### src/rtl/alarm_ringer.sv
// Alarm event sequencer: ring, snooze, stop, timeout and re-arm.
// Drives the buzzer pattern and the alarm LEDs from registered state.
module alarm_ringer #(
   parameter int RING_SECONDS   = 60,
   parameter int SNOOZE_SECONDS = 300,
   parameter int MAX_SNOOZE     = 3,
   parameter int CNT_W          = 9
) (
   input  logic       clock,
   input  logic       reset_n,
   input  logic       tick_1hz,
   input  logic       tick_2hz,
   input  logic       alarm_match,
   input  logic       alarm_enable,
   input  logic       stop_imp,
   input  logic       snooze_imp,
   output logic       buzzer,
   output logic       ringing,
   output logic [3:0] ledsAl
);

   typedef enum logic [1:0] {
      IDLE,
      RINGING,
      SNOOZE,
      WAIT_CLEAR
   } state_t;

   localparam logic [CNT_W-1:0] RING_L = CNT_W'(RING_SECONDS);
   localparam logic [CNT_W-1:0] SNZ_L  = CNT_W'(SNOOZE_SECONDS);
   localparam logic [CNT_W-1:0] ONE    = CNT_W'(1);
   localparam logic [1:0]       MAX_S  = 2'(MAX_SNOOZE);

   state_t           state, state_n;
   logic [CNT_W-1:0] counter, counter_n;
   logic [1:0]       snooze_cnt, snooze_cnt_n;
   logic             phase, phase_n;
   logic             match_d;
   logic             trigger;

   assign trigger = alarm_match & ~match_d;

   always_ff @(posedge clock or negedge reset_n) begin
      if (!reset_n) begin
         state      <= IDLE;
         counter    <= '0;
         snooze_cnt <= '0;
         phase      <= 1'b0;
         match_d    <= 1'b1;
      end else begin
         state      <= state_n;
         counter    <= counter_n;
         snooze_cnt <= snooze_cnt_n;
         phase      <= phase_n;
         match_d    <= alarm_match;
      end
   end

   always_comb begin
      state_n      = state;
      counter_n    = counter;
      snooze_cnt_n = snooze_cnt;
      phase_n      = phase;
      if (state != IDLE && !alarm_enable) begin
         state_n      = IDLE;
         snooze_cnt_n = '0;
      end else begin
         unique case (state)
            IDLE: begin
               if (trigger && alarm_enable) begin
                  state_n   = RINGING;
                  counter_n = RING_L;
                  phase_n   = 1'b0;
               end
            end
            RINGING: begin
               if (tick_2hz) phase_n = ~phase;
               if (stop_imp) begin
                  state_n = WAIT_CLEAR;
               end else if (snooze_imp) begin
                  // Out of snoozes: the snooze button behaves as stop.
                  if (snooze_cnt < MAX_S) begin
                     state_n      = SNOOZE;
                     counter_n    = SNZ_L;
                     snooze_cnt_n = snooze_cnt + 2'd1;
                  end else begin
                     state_n = WAIT_CLEAR;
                  end
               end else if (tick_1hz) begin
                  if (counter == ONE) state_n = WAIT_CLEAR;
                  else counter_n = counter - ONE;
               end
            end
            SNOOZE: begin
               if (stop_imp) begin
                  state_n = WAIT_CLEAR;
               end else if (tick_1hz) begin
                  if (counter == ONE) begin
                     state_n   = RINGING;
                     counter_n = RING_L;
                     phase_n   = 1'b0;
                  end else begin
                     counter_n = counter - ONE;
                  end
               end
            end
            WAIT_CLEAR: begin
               if (!alarm_match) begin
                  state_n      = IDLE;
                  snooze_cnt_n = '0;
               end
            end
            default: state_n = IDLE;
         endcase
      end
   end

   always_comb begin
      ringing = (state == RINGING);
      buzzer  = (state == RINGING) & ~phase;
      ledsAl  = {snooze_cnt, state == SNOOZE, state == RINGING};
   end

endmodule

### config.mk
export PLATFORM = sky130hd
export DESIGN_NAME = alarm_ringer
export DESIGN_NICKNAME = d
export VERILOG_FILES = /design/src/rtl/alarm_ringer.sv
export SDC_FILE = /design/constraint.sdc
export NUM_CORES = 1
export LEC_CHECK = 0
export CORE_MARGIN = 4
export CORE_UTILIZATION = 54
export CTS_CLUSTER_DIAMETER = 30
export DETAILED_ROUTE_END_ITERATION = 10
export PLACE_DENSITY = 0.78
export SLEW_MARGIN = 20
export SYNTH_ARGS = -nofsm -noshare
export SYNTH_HDL_FRONTEND = slang
export SYNTH_SLANG_ARGS = --single-unit
### constraint.sdc
create_clock -name clock -period 2.4 [get_ports clock]
set_input_delay 0.36 -clock clock [delete_from_list [all_inputs] [get_ports clock]]
set_output_delay 0.36 -clock clock [all_outputs]
set_load 0.005 [all_outputs]
==> impl_metrics.ini, run 1 <==
[timing]
worst_pin_slew_ps = 689
post-route-period-util_pct = 93.4
post-route-min-period_ps = 2240
fin_skew_ps = 4.12
max_freq_ghz = 0.446
tns_ps = 0
rsz0062_at_grt = false
finalMaxSlewViolations = 0
slew_headroom_pct = 53.9
hold_violations = 0
setup_viol = 0

[routing]
firstDrtPassIters = 4
vias_per_cell = 5.81
totalWireLength_mm = 2.20
wl_per_cell_um = 13.7
dr.first_iter.drc_count = 29
vias = 935
drt_drc_violations_left = 0
ant_nets = 0

[power_and_ir_drop]
switching_share_pct = 43.4
ir_drop_uv = 769
cellLeakagePower_nw = 0.528
p_per_area_nw_per_um2 = 1320
power_frac_seq_pct = 27.9
pwr-share-clk_pct = 8.4
p_int_w = 0.000958
power_frac_comb_pct = 63.7
p_switching_w = 0.000734

[worst_setup_path]
crit_slowest_cell = clkdlybuf4s50_1
cp.required_ps = 2040
slowest_delay_ps = 510
arrival_ps = 1880
worstSetupPathType = reg2out
critPathLaunchType = flop
r2r_setup_slack_ps = 190
worst_setup_path_end_kind = primary output
critPathMaxFanout = 8
crit_top_cell = inv_1
crit_path_cell_trace = inv_1, ha_4, inv_1, nor2_1, clkdlybuf4s50_1

[cells_and_area]
drive_gt1_share_pct = 11.0
final_util_pct = 71.1
area_growth_pct = 18.9
antenna_cells = 0
fin_nets = 153
fill_cells = 143

[clock_network]
cts.htree.levels = 1
clock-root-buffer = clkbuf_4
path_clk_slew_ps = 90
cts_buffers = 3
cts_tree = built
clock_latency_ps = 280
clockBufferDepth = 2
clock_sinks = 15

[floorplan]
dieHeight_um = 52.7
fp.dieW_um = 52.7
fp.dieArea_um2 = 2770
rows = 15
core_area_um2 = 1800
initial_core_util_pct = 59.8
ioPinCount = 14

[global_routing]
grt_pass1_wl_mm = 3.84
grt_overflow = 0
grt_pass1_vias = 884
grt.total_usage_pct = 18.7
grt_antenna_before_repair = 0
grt_max_degree = 18

[yosys]
yosysWarningCount = 0
synthArstFlopShare_pct = 100
yosysSeqAreaShare_pct = 35.0
synth_top_area_share_pct = 32.5
synth_fp_nets = 134
synth_largest_area_cell = dfrtp_1
synth_edf_count = 0
netlist_top_cells_area = dfrtp_1 33%, ha_1 9.3%, a22o_1 4.9%
synth_top_flop_cell = dfrtp_1
avgSynthCellArea_um2 = 9.13
ys_ff_latch = 15
synth_area_um2 = 1080
synth_cells = 118
ys_types = 39

[status]
run_status = complete, no violations

[placement]
dpl.hpwl_mm = 1.75
portBuffers = 13
gp_congestion = 0.811

[min_path]
hp-class = in2async

[job]
cap_violations = 0
[placed cells by master (no fill, tap or decap), types with 2 or more instances in the layout]
cell type        Yosys  routed
o21ai_0              8       8
dfrtp_1             14      14
nand3b_1             2       2
o21ai_1              5       5
nor2_1               8       8
inv_1                9       8
buf_4                1       3
a21oi_1              6       6
a22o_1               6       6
nor3_1               4       4
nand2b_1             5       5
a22oi_1              2       2
ha_1                 8       7
nor2b_1              5       5
nand3_1              2       2
mux2_2               2       2
nand2_1              9       9
clkbuf_4             0       3
clkdlybuf4s50_1      0      13
[critical path, delay by kind of cell (launching register included)]
kind | cells | cell delay, ps
adders and majority gates | 1 | 220
buffers and inverters | 3 | 820
and+or+nand+nor | 1 | 130
DFF | 1 | 440
[Yosys cell counts (all sizes together), types with 2 or more instances]
cell and number:
a22o 6, nand3 2, nor3 4, a21oi 6, nand2 9, nand3b 2
mux2 2, buf 2, a21boi 2, dfrtp 14, o21ai 13, ha 8
nor2b 5, a22oi 2, nor2 8, inv 9, nand2b 5
[layer usage]
layer  vias to the layer above  global-route usage (%)  routed length, um  part of all wire, %
li1                        470                       -                  -                    -
met1                       442                    25.0               1090                   50
met2                        21                    30.6               1030                   47
met3                         2                    5.13                 71                  3.2
met4                         0                    2.55                  9                 0.41
met5                         -                       0                  0                    0
[worst paths after layout]
| path | start | to | cells past startpoint |
|---|---|---|---|
| min reg2reg | snooze_cnt[1] | snooze_cnt[1] | 1 |
| max reg2reg | state[1] | counter[3] | 7 |
| min | reset_n | state[0] | 1 |
| min in group clock | snooze_cnt[1] | snooze_cnt[1] | 1 |
| max in group asynchronous | reset_n | counter[0] | 1 |
| max | state[1] | buzzer | 5 |
[sequential cells by signal, summed over array words and instances (netlist names)]
register	count
counter	9
match_d	1
phase	1
snooze_cnt	2
state	2
[what timing repair did]
item,in CTS,in global routing
endpoints found under the setup margin,1,1
setup buffers,0,0
hold buffers,0,0
resized for setup,1,2
[power by group through the flow]
stage / clock, W / sequential (W) / combinational (W)
final: 0.000141 / 0.000473 / 0.00108
after global routing: 0.000161 / 0.000491 / 0.00120
after CTS: 0.000151 / 0.000467 / 0.00106
after detailed placement: 0 / 0.000471 / 0.00106
after global placement: 0 / 0.000468 / 0.00103
after floorplan: 0 / 0.000448 / 0.000796
[metrics by stage]
| stage | hold slack, ps | cells | instance area (um2) | setup WS, ps | total power (W) |
|---|---|---|---|---|---|
| 2_1_floorplan | 64.4 | 118 | 1080 | 464 | 0.00124 |
| 5_1_grt | 520 | 161 | 1280 | 19.2 | 0.00185 |
| 3_3_place_gp | 521 | 157 | 1240 | 147 | 0.00150 |
| 6_report | 490 | 161 | 1280 | 159 | 0.00169 |
| 4_1_cts | 502 | 161 | 1270 | 60.4 | 0.00168 |
| 3_5_place_dp | 530 | 157 | 1240 | 98.6 | 0.00153 |
[area by class of cell]
type                       count  area, um2  share of cell area (%)
timing repair buffer          16        153                    11.9
tap                           25       31.3                    2.44
inverter                       9       33.8                    2.64
clock buffer                   4       26.3                    2.05
sequential                    15        377                    29.4
multi-input combinational     92        661                    51.6
[cells by family after synthesis]
kind of cell	count (synthesis)	share of synthesized area, %
AND/OR/NAND/NOR	39	19.5
flip-flops	15	35.0
multiplexers	3	3.02
buffers and inverters	11	4.88
XOR/XNOR	1	0.813
adder cells (fa/ha/maj)	8	9.29
AO/OA/AOI/OAI	41	27.5
Power figures use the tool's default switching activity.
==> run 2, diff against run 1 <==
CORE_UTILIZATION = 48   (was 54)
PLACE_DENSITY = 0.74   (was 0.78)
clock period = 1.9 ns   (was 2.4 ns; I/O delays follow)
==> run 2 against run 1 <==
  * The run now ends with setup timing left
  * Core utilization is 14 points higher
  * Sequential share of layout area down 7.6 points
  * Clock skew increased by 3.2 ps
  * Sequential power grew 17%
  * Combinational power is 110% higher
  * Critical endpoint is now counter[3]
==> impl_metrics.ini, run 2 (synthesis results as in run 1) <==
[power_and_ir_drop]
switching_share_pct = 41.7
pwr-share-clk_pct = 6.5
power_frac_comb_pct = 75.3
p_switching_w = 0.00127
cellLeakagePower_nw = 0.780
ir_drop_uv = 1160
p_per_area_nw_per_um2 = 1750
power_frac_seq_pct = 18.2
p_int_w = 0.00177

[routing]
vias_per_cell = 5.89
wl_per_cell_um = 16.4
ant_nets = 0
totalWireLength_mm = 3.40
met2WireLength_mm = 1.67
top_layer = met4
firstDrtPassIters = 5
vias = 1220
drt_drc_violations_left = 0
dr.first_iter.drc_count = 30
met3_length_um = 217
wl_met1_mm = 1.39

[global_routing]
grt_pass1_vias = 1263
grt.total_usage_pct = 22.8
grt_max_degree = 16
grt_overflow = 0
grt_antenna_before_repair = 0
grt_pass1_wl_mm = 5.66

[placement]
portBuffers = 13
dpl.hpwl_mm = 2.31
place_area_um2 = 1500
gp_congestion = 0.881
pre_cts_slack_ps = -219

[cells_and_area]
fin_nets = 197
final_area_um2 = 1730
layout_commonest_cell = buf_4
area_growth_pct = 60.6
largest_register_ffs = 9
fill_cells = 112
mostFrequentLayoutCells = 43 x buf_4, 14 x dfrtp_1, 9 x nand2_1, 9 x clkdlybuf4s50_1, 8 x nor2_1
final_util_pct = 84.7
reg.largest.list = counter (9), snooze_cnt (2), state (2)
antenna_cells = 0
drive_gt1_share_pct = 42.2
regMostFlops = counter

[worst_setup_path]
ff2ff_path_depth = 7
slowest_delay_ps = 490
crit_path_cell_trace = inv_2, ha_4, or4b_4, o21a_4, o221a_4, buf_6, a22o_1
worstSetupPathType = reg2reg
crit_slowest_cell = or4b_4
critPathMaxFanout = 6
crit_start = counter[1]
cp.required_ps = 2110
arrival_ps = 2200
r2r_end = counter[3]
crit_end = counter[3]
r2r_setup_slack_ps = -100
r2r-start = counter[1]
critPathLaunchType = flop
worst_setup_path_end_kind = flop

[floorplan]
core_area_um2 = 2040
fp.dieArea_um2 = 3070
initial_core_util_pct = 52.8
ioPinCount = 14
fp.dieW_um = 55.4
rows = 16
dieHeight_um = 55.4

[min_path]
hp-class = in2async

[timing]
rsz0062_at_grt = true
setup_viol = 11
max_freq_ghz = 0.501
fin_worst_hold_slack_ps = 293
post-route-min-period_ps = 2000
fin_skew_ps = 7.27
slew_headroom_pct = 79.1
post-route-period-util_pct = 105
hold_violations = 0
finalMaxSlewViolations = 0
worst_pin_slew_ps = 311
fin_ws_ps = -95.9

[clock_network]
path_clk_slew_ps = 100
clockBufferDepth = 2
cts_buffers = 3
cts.htree.levels = 1
clock_sinks = 15
clock-root-buffer = clkbuf_4
cts_hold_buffers = 0
clock_latency_ps = 310
cts_tree = built

[status]
run_status = finished, violations left
violations = setup timing

[job]
cap_violations = 0
-- run 2: cell count changes in the layout (fill, tap and decap cells not counted), sizes merged --
cell	change
clkbuf	-1
dlymetal6s2s	+1
clkinv	+1
clkdlybuf4s50	-4
dlygate4sd2	+3
o221a	+1
buf	+43
-- run 2: stage by stage --
| step | std cells | setup TNS, ps | power, W |
|---|---|---|---|
| final | 207 | -614 | 0.00304 |
| after global routing | 207 | -1350 | 0.00327 |
| after CTS | 205 | -230 | 0.00285 |
| after detailed placement | 193 | -1530 | 0.00241 |
| after global placement | 193 | -945 | 0.00232 |
| after floorplan | 118 | -21.2 | 0.00157 |
-- run 2: how the worst min path moves through the flow --
| stage | to | cells after the start | startpoint |
|---|---|---|---|
| 6_report | counter[7] | 2 | reset_n |
| 4_1_cts | counter[7] | 2 | reset_n |
| 2_1_floorplan | counter[0] | 0 | reset_n |
| 3_5_place_dp | snooze_cnt[1] | 1 | snooze_cnt[1] |
| 5_1_grt | counter[7] | 2 | reset_n |
| 3_3_place_gp | snooze_cnt[1] | 1 | snooze_cnt[1] |
-- run 2: layer usage --
metal	track usage, %	vias to the layer above
met3	4.20	13
li1	-	563
met4	14.2	0
met5	0	-
met2	38.3	55
met1	26.3	589
-- run 2: critical path, delay by kind of cell (launching register included) --
kind                     cells  cell delay, ps
AO/OA/AOI/OAI                3             670
adder cells (fa/ha/maj)      1             120
buffers and inverters        2             210
flip-flops                   1             400
AND/OR/NAND/NOR              1             490
-- run 2: cell type report --
| cell class | instances | area, um2 | area share, % |
|---|---|---|---|
| multi-input combinational | 93 | 768 | 44.4 |
| timing repair buffer | 59 | 485 | 28.1 |
| sequential | 15 | 377 | 21.8 |
| inverter | 9 | 38.8 | 2.24 |
| tap | 27 | 33.8 | 1.95 |
| clock buffer | 3 | 22.5 | 1.30 |
| clock inverter | 1 | 5.00 | 0.289 |
-- run 2: power groups by stage --
stage	combinational, W	clock, W	sequential, W
after detailed placement	0.00186	0	0.000550
final	0.00229	0.000197	0.000554
after global placement	0.00178	0	0.000543
after CTS	0.00210	0.000197	0.000548
after floorplan	0.00101	0	0.000567
after global routing	0.00248	0.000219	0.000573
-- run 2: repair_timing --
| action | CTS | global route |
|---|---|---|
| cloned | 1 | 0 |
| buffers inserted | 7 | 2 |
| gates resized for setup | 20 | 16 |
| pin swaps | 4 | 4 |
| setup endpoints to repair | 15 | 16 |
